File: src/rtl/mem_slave_if.sv
// Request/ack bus between an interconnect master port and a memory slave.
// Master drives req/addr/cmd/wdata; slave returns a one-cycle ack plus rdata.
interface mem_slave_if #(
  parameter int N = 32
);
  logic         slave_req;
  logic [N-1:0] slave_addr;
  logic         slave_cmd;
  logic [N-1:0] slave_wdata;
  logic         slave_ack;
  logic [N-1:0] slave_rdata;

  modport master (
    output slave_req,
    output slave_addr,
    output slave_cmd,
    output slave_wdata,
    input  slave_ack,
    input  slave_rdata
  );

  modport slave (
    input  slave_req,
    input  slave_addr,
    input  slave_cmd,
    input  slave_wdata,
    output slave_ack,
    output slave_rdata
  );
endinterface

File: src/rtl/mem_slave.sv
// Memory-backed req/ack responder with programmable read/write wait states.
// Ports: clk, rst (sync, active-low), bus (mem_slave_if.slave).
module mem_slave #(
  parameter int N           = 32,
  parameter int DEPTH_LOG2  = 4,
  parameter int READ_DELAY  = 4,
  parameter int WRITE_DELAY = 4
) (
  input  logic      clk,
  input  logic      rst,
  mem_slave_if.slave bus
);

  typedef enum logic [1:0] {
    IDLE    = 2'd0,
    WAIT    = 2'd1,
    ACK     = 2'd2,
    RELEASE = 2'd3
  } state_t;

  localparam int DEPTH = 2 ** DEPTH_LOG2;

  state_t state_q, state_d;

  logic [3:0]            cnt_q;
  logic [DEPTH_LOG2-1:0] idx_q;
  logic                  cmd_q;
  logic [N-1:0]          wdata_q;
  logic                  ack_q;
  logic [N-1:0]          rdata_q;
  logic [N-1:0]          mem [DEPTH];

  logic load, dec, fire;

  // Word index only; byte lane and upper bits alias.
  logic [DEPTH_LOG2-1:0] idx_in;
  assign idx_in = bus.slave_addr[DEPTH_LOG2+1:2];

  logic unused_addr;
  assign unused_addr = ^{bus.slave_addr[N-1:DEPTH_LOG2+2],
                         bus.slave_addr[1:0]};

  always_ff @(posedge clk) begin
    if (!rst) state_q <= IDLE;
    else      state_q <= state_d;
  end

  always_comb begin
    state_d = state_q;
    load    = 1'b0;
    dec     = 1'b0;
    fire    = 1'b0;
    unique case (state_q)
      IDLE: begin
        if (bus.slave_req) begin
          state_d = WAIT;
          load    = 1'b1;
        end
      end
      WAIT: begin
        // Master gave up mid-wait: drop the access silently.
        if (!bus.slave_req) begin
          state_d = IDLE;
        end else if (cnt_q == 4'd0) begin
          state_d = ACK;
          fire    = 1'b1;
        end else begin
          dec = 1'b1;
        end
      end
      ACK:     state_d = RELEASE;
      RELEASE: begin
        // One ack per request even if req stays high.
        if (!bus.slave_req) state_d = IDLE;
      end
      default: state_d = IDLE;
    endcase
  end

  always_ff @(posedge clk) begin
    if (!rst) begin
      cnt_q   <= '0;
      idx_q   <= '0;
      cmd_q   <= 1'b0;
      wdata_q <= '0;
      ack_q   <= 1'b0;
      rdata_q <= '0;
    end else begin
      ack_q <= fire;
      if (load) begin
        idx_q   <= idx_in;
        cmd_q   <= bus.slave_cmd;
        wdata_q <= bus.slave_wdata;
        cnt_q   <= bus.slave_cmd ? 4'(WRITE_DELAY - 1)
                                 : 4'(READ_DELAY - 1);
      end else if (dec) begin
        cnt_q <= cnt_q - 4'd1;
      end
      if (fire && !cmd_q) rdata_q <= mem[idx_q];
    end
  end

  // Array is not reset; a reset edge still blocks the commit.
  always_ff @(posedge clk) begin
    if (rst && fire && cmd_q) mem[idx_q] <= wdata_q;
  end

  assign bus.slave_ack   = ack_q;
  assign bus.slave_rdata = rdata_q;

endmodule

File: src/flat_wrapper.sv
// flat-port wrapper written by rule: the top's interface ports become plain ports
module mem_slave_flat 
#(
  parameter int N           = 32,
  parameter int DEPTH_LOG2  = 4,
  parameter int READ_DELAY  = 4,
  parameter int WRITE_DELAY = 4
)
  (clk, rst, bus_slave_req, bus_slave_addr, bus_slave_cmd, bus_slave_wdata, bus_slave_ack, bus_slave_rdata);
  mem_slave_if #(.N(N)) bus_i ();
  input  logic clk;
  input  logic rst;
  input wire logic [$bits(bus_i.slave_req)-1:0] bus_slave_req;
  input wire logic [$bits(bus_i.slave_addr)-1:0] bus_slave_addr;
  input wire logic [$bits(bus_i.slave_cmd)-1:0] bus_slave_cmd;
  input wire logic [$bits(bus_i.slave_wdata)-1:0] bus_slave_wdata;
  output wire logic [$bits(bus_i.slave_ack)-1:0] bus_slave_ack;
  output wire logic [$bits(bus_i.slave_rdata)-1:0] bus_slave_rdata;
  assign bus_i.slave_req = bus_slave_req;
  assign bus_i.slave_addr = bus_slave_addr;
  assign bus_i.slave_cmd = bus_slave_cmd;
  assign bus_i.slave_wdata = bus_slave_wdata;
  assign bus_slave_ack = bus_i.slave_ack;
  assign bus_slave_rdata = bus_i.slave_rdata;
  mem_slave #(.N(N), .DEPTH_LOG2(DEPTH_LOG2), .READ_DELAY(READ_DELAY), .WRITE_DELAY(WRITE_DELAY)) u_core (.clk(clk), .rst(rst), .bus(bus_i));
endmodule
File: config.mk
export PLATFORM = sky130hd
export DESIGN_NAME = mem_slave_flat
export DESIGN_NICKNAME = d
export VERILOG_FILES = /design/src/rtl/mem_slave_if.sv /design/src/rtl/mem_slave.sv /design/src/flat_wrapper.sv
export SDC_FILE = /design/constraint.sdc
export NUM_CORES = 1
export LEC_CHECK = 0
export CAP_MARGIN = 20
export CORE_UTILIZATION = 54
export CTS_CLUSTER_SIZE = 14
export DETAILED_ROUTE_END_ITERATION = 7
export PLACE_DENSITY_LB_ADDON = 0.08
export SLEW_MARGIN = 40
export SYNTH_ARGS = -nofsm -noshare
export SYNTH_HDL_FRONTEND = slang
export SYNTH_SLANG_ARGS = --single-unit
File: constraint.sdc
create_clock -name clk -period 4.1 [get_ports clk]
set_clock_uncertainty 0.1 [all_clocks]
set_input_delay 0.82 -clock clk [delete_from_list [all_inputs] [get_ports clk]]
set_output_delay 0.82 -clock clk [all_outputs]
set_load 0.005 [all_outputs]
==> results of run 1 <==
layout by cell type, fill, tap and decap left out, types with 4 or more instances in the layout:
cell	count
a21boi_0	38
a22oi_1	33
buf_12	7
buf_4	35
bufinv_16	6
clkbuf_1	18
clkbuf_16	57
clkbuf_8	10
clkdlybuf4s50_1	71
clkinv_2	9
dfxtp_1	73
edfxtp_1	512
mux2_2	32
mux2i_1	32
mux4_1	7
mux4_2	121
nand2_1	78
nor2_1	5
nor2_4	12
nor3_4	4
o21ai_0	25
o21ai_1	7
per-layer routing:
layer | routed length, µm | GRT usage
met4 | 1160 | 0.0784
met2 | 22200 | 0.369
met3 | 2020 | 0.0349
met5 | 0 | 0
met1 | 20000 | 0.319
final cells by class:
type | instances | area (µm²)
tap | 525 | 657
multi-input combinational | 423 | 5020
clock inverter | 21 | 265
fill | 2754 | 14500
timing repair buffer | 115 | 1130
clock buffer | 85 | 1630
inverter | 2 | 7.51
sequential | 588 | 16900
flip-flops by register name, summed over array words and instances (netlist names), named ones only:
name	cells
u_core.bus.slave_ack	1
u_core.bus.slave_rdata	32
u_core.cmd_q	1
u_core.cnt_q	4
u_core.idx_q	4
u_core.mem	512
u_core.state_q	1
u_core.wdata_q	32
kinds of logic after synthesis:
family	count (synthesis)	synth area share
DFF	588	0.763
muxes	192	0.162
xor gates and xnor gates	3	0.00119
buffers and inverters	64	0.0162
and+or+nand+nor	119	0.0239
AOI/OAI and AO/OA	108	0.0327
adders and majority gates	1	0.000565
power by group:
group / total, mW / leakage (nW) / switching [mW] / internal, mW
registers: 6.72 / 5.16 / 0.151 / 6.57
logic: 0.548 / 1.75 / 0.249 / 0.299
clock network: 5.25 / 0.928 / 2.13 / 3.12
total: 12.5 / 7.84 / 2.53 / 9.99
final timing paths:
| path | from | to |
|---|---|---|
| worst max-delay path | bus_slave_req | u_core.mem[10][25] |
| worst min register to register | u_core.bus.slave_rdata[15] | u_core.bus.slave_rdata[15] |
| worst min-delay path | u_core.bus.slave_rdata[15] | u_core.bus.slave_rdata[15] |
| worst max register to register | u_core.cnt_q[0] | u_core.mem[10][25] |
worst max-delay path, stage by stage:
cell             delay (ns)
clkdlybuf4s50_1        0.55
and3b_1                0.29
and3_1                 0.35
nand4b_1               0.47
nor2_4                 0.25
buf_4                  0.45
stage by stage:
stage / setup slack, ns / util / std cells / instance area, µm²
4_1_cts: 1.05 / 0.639 / 1759 / 25600
6_report: 1.04 / 0.639 / 1759 / 25600
2_1_floorplan: 0.682 / - / 1075 / 22200
3_5_place_dp: 0.423 / 0.592 / 1653 / 23700
5_1_grt: 0.898 / 0.639 / 1759 / 25600
3_3_place_gp: 0.479 / 0.592 / 1653 / 23700
==> results by group, run 1 <==
Timing
  • Sum Neg Setup Slack: 0 ns
  • Worst-Margin Slew: 0.745 ns
  • Setup violators final: 0
  • Fmax achieved: 0.327 GHz
  • Fin. max-slew vios: 0
  • Crit path time final: 3.06 ns
  • RSZ-0062 raised after global routing: false
  • Hold_ws: 0.392 ns
  • Final Cycle Share: 0.747
  • Final Hold Viols: 0
  • Max-slew headroom: 0.503

Power
  • Lkg Pwr: 7.84 nW
  • Power Total: 12.5 mW
  • Worst VDD drop: 396 µV
  • Cell Pwr Density: 489 nW/µm²

Placed design
  • Placer Congestion: 0.686
  • I/O Buffers: 72
  • DP Wirelength: 24200 µm

Final layout
  • Area Growth Syn to Fin: 15.8%
  • N_diodes: 0
  • Share of layout cells above drive strength 1: 0.249
  • Final net count: 1255

Drt
  • Number of remaining DRC errors: 0
  • Via density per instance: 5.94
  • DRT iter0 DRCs: 770
  • Drt first pass iters: 4
  • Antenna-violating nets left: 0
  • Vias: 10400
  • Total detailed-routing wirelength: 45300 µm
  • Post-DR wirelength/cell: 25.8 µm

Global routing
  • Largest net degree at the start of global routing: 75
  • GRT Overall Usage: 0.228
  • Vias in the first global route: 10800
  • First-pass GRT wire length: 68400 µm
  • Gr ovfl total: 0
  • Initial antenna violation count: 0

Yosys
  • Syn Inst Count: 1075
  • Mapped Nets: 1144
  • Most common library cells after synthesis: 512 x edfxtp_1, 121 x mux4_2, 78 x nand2_1
  • Synthesis Warnings: 0
  • Sequential-to-total area share from yosys stat: 0.763
  • Ys async rst share: 0
  • Share of the synthesized area in the top cell type: 0.695
  • Cell taking the most area after synthesis: edfxtp_1
  • Synthesized area per cell: 20.6 µm²
  • FF+latch count, synth: 588
  • Yosys cell types: 40
  • Synth area leaders: edfxtp_1 69%, mux4_2 12%, dfxtp_1 6.9%
  • Cell area after synthesis: 22100 µm²
  • Top-count cell post-synth: edfxtp_1
  • Primary FF master, synth: edfxtp_1
  • Post-synth EDFFs: 512

Critical path
  • Maximum fanout along the worst path: 20
  • CP startpoint kind: input port
  • Critical path type: in2reg
  • R2R cell count: 7
  • Setup crit end kind: register
  • Register-to-register path setup slack: 1.19 ns
  • Req. time, crit path: 4.24 ns
  • Arr. time, crit path: 3.20 ns

Floorplan
  • Die area: 41800 µm²
  • Chip Height: 204 µm
  • Num ports: 101
  • Number of core rows: 73
  • Die width: 204 µm
  • Placeable Area: 40100 µm²
  • Initial core utilization: 0.552

CTS
  • Clk pin slew, worst setup/hold paths: 0.06 ns
  • Post-CTS Resized: 0
  • CTS tree: done
  • Total CTS buffers: 56
  • Clock buffer depth: 3
  • Worst skew pair latency: 0.61 ns
  • # clock sinks: 588
  • H-tree levels: 2
  • Cts hold-fix bufs: 0
  • Clock Tree Root: clkbuf_16
  • Number of setup buffers added after CTS: 0

Min path
  • Worst hold path type: reg2reg
  • Hold depth: 2

Run
  • Max-cap check violation count: 0

Run status
  • Outcome: completed
Power figures use the tool's default switching activity.
==> run 2, diff against run 1 <==
==> constraint.sdc (replaced) <==
create_clock -name clk -period 2.5 [get_ports clk]
set_clock_uncertainty 0.1 [all_clocks]
set_input_delay 0.5 -clock clk [delete_from_list [all_inputs] [get_ports clk]]
set_output_delay 0.5 -clock clk [all_outputs]
set_load 0.005 [all_outputs]
==> run 2 against run 1 <==
Against the previous run: die area stayed put; clock power is 53% higher; setup slack worse by 0.88 ns; critical path depth is 1 lower; sequential cell count stayed put; register-to-register slack worse by 1.0 ns; worst hold slack worse by 0.17 ns.
==> results by group, run 2 (synthesized netlist as in run 1, its figures left out) <==
Drt
  • Via density per instance: 5.90
  • DRT iter0 DRCs: 862
  • Antenna-violating nets left: 0
  • Drt first pass iters: 5
  • Number of remaining DRC errors: 0
  • Total detailed-routing wirelength: 45700 µm
  • Vias: 10600
  • Post-DR wirelength/cell: 25.4 µm

Placed design
  • DP Wirelength: 27200 µm
  • Setup WS pre-CTS: -0.234 ns
  • Placer Congestion: 0.725
  • # placed instances: 1693
  • I/O Buffers: 72

Global routing
  • Vias in the first global route: 11000
  • First-pass GRT wire length: 69100 µm
  • GRT Overall Usage: 0.229
  • Largest net degree at the start of global routing: 45
  • Initial antenna violation count: 0
  • Gr ovfl total: 0

Power
  • Lkg Pwr: 8.07 nW
  • Cell Pwr Density: 767 nW/µm²
  • Worst VDD drop: 645 µV

Timing
  • Setup violators final: 0
  • Fmax achieved: 0.427 GHz
  • Fin worst setup slack: 0.160 ns
  • Crit path time final: 2.34 ns
  • Final Hold Viols: 0
  • Max-slew headroom: 0.557
  • Fin. max-slew vios: 0
  • Worst-Margin Slew: 0.664 ns
  • Final Cycle Share: 0.936
  • RSZ-0062 raised after global routing: false

Critical path
  • Setup crit end kind: register
  • R2R Path End: u_core.bus.slave_rdata[22]
  • Worst Setup SP: u_core.idx_q[1]
  • R2R cell count: 5
  • CP Capture Point: u_core.bus.slave_rdata[22]
  • Reg2reg start: u_core.idx_q[1]
  • Register-to-register path setup slack: 0.16 ns
  • Req. time, crit path: 2.86 ns
  • Arr. time, crit path: 2.70 ns
  • Slowest CP cell: dfxtp_4
  • Maximum fanout along the worst path: 25
  • Critical path type: reg2reg
  • Crit. path cell count: 5
  • Crit path max-delay family: multiplexers
  • Slowest cell delay on critical path: 0.70 ns
  • Bufs and invs on worst path: 1
  • CP startpoint kind: register
  • Critical path cell sequence: buf_12 > mux4_2 > mux2_2 > a22oi_1 > o21ai_0

CTS
  • # clock sinks: 588
  • Worst skew pair latency: 0.60 ns
  • Clk pin slew, worst setup/hold paths: 0.06 ns
  • Post-CTS Resized: 0
  • Number of setup buffers added after CTS: 0
  • H-tree levels: 2
  • Clock Tree Root: clkbuf_16
  • CTS tree: done
  • Clock buffer depth: 3
  • Total CTS buffers: 57
  • Cts hold-fix bufs: 0

Floorplan
  • Number of core rows: 73
  • Initial core utilization: 0.552
  • Die area: 41800 µm²
  • Placeable Area: 40100 µm²
  • Die width: 204 µm
  • Chip Height: 204 µm
  • Num ports: 101

Final layout
  • Final net count: 1296
  • Area Growth Syn to Fin: 18.3%
  • Commonest cells after routing, fill and taps aside: 512 x edfxtp_1, 121 x mux4_2, 78 x nand2_1, 71 x dfxtp_1, 71 x clkdlybuf4s50_1
  • Largest register by flop count: u_core.mem
  • Commonest non-fill, non-tap cell in the layout: edfxtp_1
  • N_diodes: 0
  • Share of layout cells above drive strength 1: 0.267
  • Max FFs per register: 512
  • Fin cells: 1800

Run
  • Max-cap check violation count: 0

Min path
  • Worst hold path type: in2reg

Run status
  • Outcome: completed
## run 2: cell count changes in the layout (fill, tap and decap cells not counted), sizes merged
cell	delta
bufinv	-4
inv	-1
clkinvlp	-1
buf	+40
clkbuf	-5
clkinv	+12
## run 2: worst min-delay path by stage
stage / startpoint / to / cells after the start
5_1_grt: rst / u_core.bus.slave_ack / 2
4_1_cts: rst / u_core.bus.slave_ack / 2
2_1_floorplan: u_core.bus.slave_rdata[2] / u_core.bus.slave_rdata[2] / 2
3_5_place_dp: u_core.bus.slave_rdata[18] / u_core.bus.slave_rdata[18] / 2
3_3_place_gp: u_core.bus.slave_rdata[18] / u_core.bus.slave_rdata[18] / 2
6_report: rst / u_core.bus.slave_ack / 2
## run 2: metrics by stage
| stage | hold slack [ns] | area, µm² | power, mW | util | setup TNS, ns |
|---|---|---|---|---|---|
| CTS | 0.198 | 26200 | 20.3 | 0.653 | 0 |
| global placement | 0.374 | 24400 | 12.3 | 0.609 | -62.86 |
| detailed placement | 0.382 | 24400 | 12.3 | 0.609 | -68.07 |
| finish | 0.226 | 26200 | 20.1 | 0.653 | 0 |
| global route | 0.216 | 26200 | 20.7 | 0.653 | 0 |
| floorplan | 0.379 | 22300 | 11.8 | - | -33.86 |
## run 2: power by group
| group | total [mW] | switching [mW] | leakage [nW] | internal [mW] |
|---|---|---|---|---|
| Combinational | 1.02 | 0.462 | 2.05 | 0.561 |
| Clock | 8.05 | 3.47 | 0.854 | 4.58 |
| Sequential | 11.0 | 0.244 | 5.16 | 10.8 |
## run 2: final cells by class
| type | count | area, µm² |
|---|---|---|
| Clock buffer | 80 | 1580 |
| Clock inverter | 27 | 174 |
| Fill cell | 2693 | 13900 |
| Inverter | 2 | 7.51 |
| Multi-Input combinational cell | 423 | 5050 |
| Sequential cell | 588 | 16900 |
| Tap cell | 525 | 657 |
| Timing Repair Buffer | 155 | 1810 |
## run 2: layer usage
layer / global-route usage / vias to the layer above / wire length (µm)
met5: 0 / - / 0
met2: 0.381 / 262 / 23300
met4: 0.0674 / 0 / 865
li1: - / 4700 / -
met3: 0.0308 / 58 / 1970
met1: 0.319 / 5591 / 19600
